**src/rtl/chunked_adder.sv**
```systemverilog
// Multi-cycle adder: sums WIDTH-bit operands CHUNK bits per cycle with valid/ready handshakes.
// Optional subtract mode (port sub) is enabled by defining CHUNKED_ADDER_SUB_EN.
module chunked_adder #(
  parameter int unsigned WIDTH = 16,
  parameter int unsigned CHUNK = 4
) (
  input  logic             clk,
  input  logic             rst,
  input  logic             in_valid,
  output logic             in_ready,
  input  logic [WIDTH-1:0] x,
  input  logic [WIDTH-1:0] y,
  input  logic             cin,
`ifdef CHUNKED_ADDER_SUB_EN
  input  logic             sub,
`endif
  output logic             out_valid,
  input  logic             out_ready,
  output logic [WIDTH-1:0] s,
  output logic             cout,
  output logic             ovf
);

  localparam int unsigned SafeChunk = (CHUNK == 0) ? 1 : CHUNK;
  localparam int unsigned N         = WIDTH / SafeChunk;
  localparam int unsigned KW        = (N > 1) ? $clog2(N) : 1;

  if ((CHUNK < 1) || ((WIDTH % SafeChunk) != 0)) begin : g_bad_params
    $error("chunked_adder: CHUNK must be >= 1 and divide WIDTH");
  end

  typedef enum logic [1:0] {StIdle, StBusy, StDone} state_e;

  state_e             r_state;
  state_e             w_state_next;
  logic [WIDTH-1:0]   r_x;
  logic [WIDTH-1:0]   r_y;
  logic               r_carry;
  logic [KW-1:0]      r_k;
  logic [WIDTH-1:0]   r_s;
  logic               r_cout;
  logic               r_ovf;

  logic [CHUNK-1:0]   w_a;
  logic [CHUNK-1:0]   w_b;
  logic [CHUNK:0]     w_sum;
  logic               w_last;
  logic               w_c_msb;
  logic [WIDTH-1:0]   w_y_eff;
  logic               w_cin_eff;

`ifdef CHUNKED_ADDER_SUB_EN
  // Subtraction folds into addition: x + ~y + ~cin.
  assign w_y_eff   = sub ? ~y : y;
  assign w_cin_eff = cin ^ sub;
`else
  assign w_y_eff   = y;
  assign w_cin_eff = cin;
`endif

  always_comb begin
    w_a = '0;
    w_b = '0;
    for (int i = 0; i < N; i++) begin
      if (r_k == KW'(i)) begin
        w_a = r_x[i*CHUNK +: CHUNK];
        w_b = r_y[i*CHUNK +: CHUNK];
      end
    end
  end

  assign w_sum   = {1'b0, w_a} + {1'b0, w_b} + {{CHUNK{1'b0}}, r_carry};
  assign w_last  = (r_k == KW'(N - 1));
  // Carry into the chunk MSB recovered from the sum bit and its two addend bits.
  assign w_c_msb = w_a[CHUNK-1] ^ w_b[CHUNK-1] ^ w_sum[CHUNK-1];

  always_ff @(posedge clk) begin
    if (rst) begin
      r_state <= StIdle;
    end else begin
      r_state <= w_state_next;
    end
  end

  always_comb begin
    w_state_next = r_state;
    unique case (r_state)
      StIdle:  if (in_valid)  w_state_next = StBusy;
      StBusy:  if (w_last)    w_state_next = StDone;
      StDone:  if (out_ready) w_state_next = StIdle;
      default:                w_state_next = StIdle;
    endcase
  end

  always_comb begin
    in_ready  = (r_state == StIdle) && !rst;
    out_valid = (r_state == StDone);
  end

  always_ff @(posedge clk) begin
    if (rst) begin
      r_x     <= '0;
      r_y     <= '0;
      r_carry <= 1'b0;
      r_k     <= '0;
      r_s     <= '0;
      r_cout  <= 1'b0;
      r_ovf   <= 1'b0;
    end else begin
      unique case (r_state)
        StIdle: begin
          if (in_valid) begin
            r_x     <= x;
            r_y     <= w_y_eff;
            r_carry <= w_cin_eff;
            r_k     <= '0;
          end
        end
        StBusy: begin
          for (int i = 0; i < N; i++) begin
            if (r_k == KW'(i)) begin
              r_s[i*CHUNK +: CHUNK] <= w_sum[CHUNK-1:0];
            end
          end
          r_carry <= w_sum[CHUNK];
          r_k     <= r_k + 1'b1;
          if (w_last) begin
            r_cout <= w_sum[CHUNK];
            r_ovf  <= w_c_msb ^ w_sum[CHUNK];
          end
        end
        default: ;
      endcase
    end
  end

  assign s    = r_s;
  assign cout = r_cout;
  assign ovf  = r_ovf;

endmodule

```
**config.mk**
```make
export PLATFORM = sky130hd
export DESIGN_NAME = chunked_adder
export DESIGN_NICKNAME = d
export VERILOG_FILES = /design/src/rtl/chunked_adder.sv
export SDC_FILE = /design/constraint.sdc
export NUM_CORES = 1
export LEC_CHECK = 0
export BUFFER_PORTS_ARGS = -buffer_cell sky130_fd_sc_hd__buf_2
export CAP_MARGIN = 25
export CORE_MARGIN = 2
export CORE_UTILIZATION = 53
export DETAILED_ROUTE_END_ITERATION = 7
export GPL_TIMING_DRIVEN = 0
export PLACE_DENSITY = 0.82
export REMOVE_ABC_BUFFERS = 1
export SLEW_MARGIN = 20
export SYNTH_ARGS = -nofsm -noshare
export SYNTH_HDL_FRONTEND = slang
export SYNTH_SLANG_ARGS = --single-unit
```
**constraint.sdc**
```tcl
create_clock -name clk -period 3.8 [get_ports clk]
set_input_delay 0.76 -clock clk [delete_from_list [all_inputs] [get_ports clk]]
set_output_delay 0.76 -clock clk [all_outputs]
set_load 0.03 [all_outputs]
```
## Yosys cells after proc, flatten, opt, wreduce, memory -nomap -nowiden

Index checks and enable logic that the tools add are counted.

- Register bits: 55
- Input port bits: 37
- Output and inout bits: 20
- Word-level logic and storage cells: 53

- Add/sub/neg operators: 3
- Eq/ne operators: 8
- Muxes and demuxes: 16
- Bitwise gates (word level): 3
- Reductions and logical operators: 12

Operator list:

| operator | number |
|---|---|
| $mux W4 | 8 |
| $reduce_and A2 Y1 | 6 |
| $mux W2 | 4 |
| $eq A2 B2 Y1 const B | 3 |
| $pmux W2 S3 | 1 |
| $add A4 B4 Y5 | 1 |
| $add A5 B1 Y5 | 1 |
| $eq A2 B1 Y1 const B | 2 |
| $logic_not A2 Y1 | 2 |
| $ne A2 B2 Y1 const B | 2 |
| $pmux W2 S2 | 1 |
| $reduce_and A3 Y1 | 1 |
| $xor A1 B1 Y1 | 3 |
| $add A2 B1 Y2 const B | 1 |
| $ne A2 B1 Y1 const B | 1 |
| $pmux W1 S2 | 1 |
| $reduce_bool A2 Y1 | 1 |
| $logic_and A1 B1 Y1 | 1 |
| $logic_not A1 Y1 | 1 |
| $mux W1 | 1 |

## Depth between registers and ports, before layout

- Word-level depth: 9
- Gate-level depth with buffers: 13
- Mapped depth without buffers: 13

## Worst setup path before layout

Ideal clock, no wire load.

- Path kind: register to register
- Start: reg r_k[1]
- End: reg r_ovf (netlist: ovf)
- Library setup time: 0.137 ns
- Arrival: 2.625 ns
- Data required time: 3.663 ns
- Slack: 1.038 ns
- Cell stages (with the launch flop): 14
- Path buffers: 1
- Period minus slack after synthesis: 2.762 ns
- Path through: dfxtp_1 -> inv_1 -> ha_1 -> buf_2 -> a221oi_1 -> nor3_1 -> a21oi_1 -> fa_1 -> inv_1 -> fa_1 -> a21o_1 -> a21oi_1 -> xor2_1 -> a211oi_2

- Longest elaborated chain between the ends: 9
- Elaborated cells on any way between the ends: 18
- Classes of those cells: 2 x add/sub; 3 x eq/ne; 8 x mux; 3 x bitwise; 2 x reduce/logical

Ends and longest elaborated chain:

| item | RTL line | text |
|---|---|---|
| from (decl) | 39 | `logic [KW-1:0] r_k;` |
| from (signal assigned) | 126 | `r_k <= r_k + 1'b1;` |
| $logic_not A2 Y1 | 65 | `if (r_k == KW'(i)) begin` |
| $mux W4 (4 in series) | 65 |  |
| $add A4 B4 Y5 | 72 | `assign w_sum = {1'b0, w_a} + {1'b0, w_b} + {{CHUNK{1'b0}}, r_carry};` |
| $add A5 B1 Y5 | 72 |  |
| $xor A1 B1 Y1 | 75 | `assign w_c_msb = w_a[CHUNK-1] ^ w_b[CHUNK-1] ^ w_sum[CHUNK-1];` |
| $xor A1 B1 Y1 | 129 | `r_ovf <= w_c_msb ^ w_sum[CHUNK];` |
| to (signal assigned) | 129 |  |
| to (decl) | 42 | `logic r_ovf;` |

Several ways; a longest one is shown, not always the timed one.
A chain may end at the register's enable or synchronous reset.

## Worst setup path in the final report

Ends and elaborated chain as after synthesis.

==> results.txt <==
----------------------------------------------------
[CTS]
  Clock tree from TritonCTS ... done
  CTS Sinks ... 55
  Maximum clock insertion buffer count ... 2
  Inserted Clock Buffers ... 5
  Buffer cell driving the clock tree root ... sky130_fd_sc_hd__clkbuf_8
  Number of post-CTS setup repair buffers ... 0
  CTS clock-pin slew for the worst setup and hold paths ... ~0.10 ns
  Hold buffer count at CTS ... 0
  Level count of the clock H-tree ... 2
  Clk_lat worst skew ... ~0.31 ns
  Post-CTS Resized ... 0

[Yosys]
  Multiplexer area fraction after synthesis ... less than 1%
  Simple logic cell fraction of the synthesized area ... around a quarter
  Portion of the post-synthesis area used by sequential elements ... between 40% and 50%
  Cell count after synthesis ... 312
  Total standard cell area after synthesis ... between 2000 and 3000 um2
  Combinational family with the most area after synthesis ... simple AND/OR/NAND/NOR gates
  Synth Area in Adders ... approximately 5.1%
  Register bit total from synthesis ... between 50 and 60
  Synth cell types ... 32
  Dominant synthesized flop cell ... sky130_fd_sc_hd__dfxtp_1
  Largest area contributor in the netlist ... sky130_fd_sc_hd__dfxtp_1
  Post-synth EDFFs ... 0
  Synth top area share ... about 44%
  Fraction of the mapped netlist area in compound gates ... roughly 19%
  Syn avg cell area ... 8.061 um2
  Async SR Flop Fraction ... 0%
  Number of warning messages in the yosys log ... 0
  Area contributors post-synth ... sky130_fd_sc_hd__dfxtp_1 (44%), sky130_fd_sc_hd__nand2_1 (14%), sky130_fd_sc_hd__a21oi_1 (12%), sky130_fd_sc_hd__nand3b_1 (3.6%), sky130_fd_sc_hd__ha_1 (3.5%)
  Synthesized-area fraction occupied by xor and xnor cells ... less than 1%

[Cells and area]
  Antenna diode count ... 0
  # nets final ... ~400
  Top library cells by usage in the layout, fill and taps aside ... sky130_fd_sc_hd__nand2_1 (91), sky130_fd_sc_hd__a21oi_1 (60), sky130_fd_sc_hd__buf_2 (56), sky130_fd_sc_hd__dfxtp_1 (55), sky130_fd_sc_hd__nor2_1 (13)
  Final standard cell area without fillers ... 2919 um2
  Share of cells above drive strength 1 ... 21.07%
  Most common cell after layout, fill and taps aside ... sky130_fd_sc_hd__nand2_1
  Filler cell count ... 433
  Growth of design area from synthesis to finish ... 16.07%

[Drt]
  Number of routed nets with antenna violations ... 0
  WL met3 ... roughly 220 um
  Detailed-route wire length per cell ... ~13 um
  Uppermost signal routing layer after detailed routing ... met4
  Number of search-and-repair iterations in the first detailed-routing pass ... 4
  Total number of vias ... 2,111
  Total wire length ... 5132 um
  Metal1 wirelength ... approximately 2300 um
  Number of violations reported at the end of detailed-routing iteration 0 ... between 60 and 70
  Detail Route met2 WL ... between 2000 and 3000 um
  Total DRC errors in the routed layout ... 0
  Number of vias per cell after detailed routing ... between 5 and 6

[Pwr]
  Maximum VDD drop ... between 0.2 and 0.3 mV
  Static Leak ... between 1 and 1.5 nW
  Total Power Consumption ... between 0.001 and 0.0015 W
  Power density over cell area ... between 400 and 500 nW/um2

[STA]
  Pins over their slew limit ... 0
  Post-layout min period ... roughly 3.4 ns
  Share of the cycle needed by the critical path after routing ... ~89%
  Transition time at the pin with the least slew margin ... 0.7450 ns
  Maximum clock skew at final layout ... slightly below 0.009 ns
  Setup tns final ... 0 ns
  Peak Freq ... between 200 and 300 MHz
  Final setup violating endpoints ... 0
  Tightest hold margin ... 0.4550 ns
  RSZ-0062 raised after global routing ... false
  Max transition margin ... 50.28%
  Final count of hold timing violations ... 0

[Placement]
  Quantity of I/O buffers inserted on ports ... 56
  Cell Area, Placed ... 2731 um2
  HPWL after detailed placement ... 3409 um
  Final RePlAce weighted congestion ... around 0.76

[Floorplanning]
  Die extent in x ... 72.89 um
  Floorplan row count ... 25
  Area of the core ... approximately 4700 um2
  Vertical die dimension ... 72.89 um
  Number of primary I/O pins ... between 50 and 60
  Starting utilization of the core area ... a little over half
  Total Die Area ... 5312 um2

[Global route]
  Vias in the first global route ... 1,995
  Global-route wire length before repair ... about 8600 um
  Largest net degree at the start of global routing ... 57
  Total overflow reported by the global router ... 0
  GR Util All Layers ... 20.61%
  Antenna violations before repair ... 0

[Setup path]
  Crit path required time ... 3.97 ns
  Max stage delay cell, worst path ... sky130_fd_sc_hd__ha_1
  Cell breakdown of the critical path ... inv_1 -> ha_1 -> nor2b_1 -> a221oi_1 -> nor3_1 -> a21oi_1 -> fa_1 -> inv_1 -> fa_1 -> a21o_1 -> a21oi_1 -> xor2_1 -> a211oi_2
  Nature of the critical path endpoint ... flip-flop
  Arrival @ worst endpoint ... 3.55 ns
  Critical path startpoint category ... flip-flop
  Worst setup path category ... reg -> reg
  CP Max Fanout ... 18
  Critical path's largest stage delay ... 0.51 ns

[Min path]
  Class of the tightest hold or removal check ... reg -> reg

[Run status]
  Outcome ... finished clean

[Job]
  Max-Cap Viols ... 0

----------------------------------------------------
[routing by layer]
metal  GRT usage [%]  vias to the layer above
li1                -                     1124
met4           5.761                        0
met5               0                        -
met1           24.93                      930
met3           4.282                        5
met2           36.87                       52
[critical path, delay by kind of cell, from the launching register on]
| family | cells | cell delay (ns) |
|---|---|---|
| AO/OA/AOI/OAI | 5 | 1.15 |
| adder cells (fa/ha/maj) | 3 | 1.15 |
| flip-flops | 1 | 0.34 |
| XOR/XNOR | 1 | 0.26 |
| AND/OR/NAND/NOR | 2 | 0.18 |
| buffers and inverters | 2 | 0.15 |
[flip-flops by register name, indices dropped and copies added (netlist names)]
name,flops
r_y,16
r_carry,1
r_k,2
ovf,1
r_x,16
cout,1
s,16
r_state,2
[final cells by class]
class,count,area [um2],area share [%]
sequential,55,1101,37.72
multi-input combinational,230,1252,42.91
timing repair buffer,59,350.3,12.00
clock buffer,6,72.57,2.486
tap,54,67.56,2.315
inverter,4,15.01,0.5144
clock inverter,2,60.06,2.057
[worst paths after layout]
check	from	endpoint	slack [ns]	depth (start not counted)
worst max register to register	r_k[1]	ovf	0.43	13
worst max-delay path	r_k[1]	ovf	0.43	13
worst min-delay path	r_y[0]	r_y[0]	0.46	2
worst min register to register	r_y[0]	r_y[0]	0.46	2
[logic make-up after synthesis]
group                    count (synthesis)
AND/OR/NAND/NOR                        137
AO/OA/AOI/OAI                           81
flip-flops                              55
buffers and inverters                   27
adder cells (fa/ha/maj)                  9
XOR/XNOR                                 2
multiplexers                             1
[per-stage QoR]
step	cells	utilization (%)	setup slack, ns
floorplan	289	-	1.015
global placement	399	58.28	0.5980
detailed placement	400	58.60	0.5328
CTS	408	61.45	0.4177
global route	410	62.63	0.2055
finish	410	62.63	0.4256
[synthesized netlist by cell type (2+ instances only)]
| library cell | count |
|---|---|
| sky130_fd_sc_hd__dfxtp_1 | 55 |
| sky130_fd_sc_hd__a221oi_1 | 2 |
| sky130_fd_sc_hd__nand2_1 | 91 |
| sky130_fd_sc_hd__nand3b_1 | 12 |
| sky130_fd_sc_hd__nor2b_1 | 4 |
| sky130_fd_sc_hd__ha_1 | 7 |
| sky130_fd_sc_hd__nand2b_1 | 4 |
| sky130_fd_sc_hd__and2_1 | 3 |
| sky130_fd_sc_hd__clkbuf_1 | 11 |
| sky130_fd_sc_hd__inv_1 | 4 |
| sky130_fd_sc_hd__fa_1 | 2 |
| sky130_fd_sc_hd__buf_6 | 5 |
| sky130_fd_sc_hd__buf_2 | 4 |
| sky130_fd_sc_hd__a211oi_2 | 4 |
| sky130_fd_sc_hd__o21ai_0 | 6 |
| sky130_fd_sc_hd__buf_4 | 2 |
| sky130_fd_sc_hd__a21oi_1 | 60 |
| sky130_fd_sc_hd__a211oi_1 | 6 |
| sky130_fd_sc_hd__nor2_1 | 13 |
| sky130_fd_sc_hd__nor3_1 | 5 |
[power breakdown]
group          leakage, nW  internal (W)  switching (W)
clock               0.0654      0.000263       0.000186
sequential           0.449      0.000605      0.0000155
combinational        0.686     0.0000767       0.000115
No activity file was read; power rests on OpenSTA's default activity.
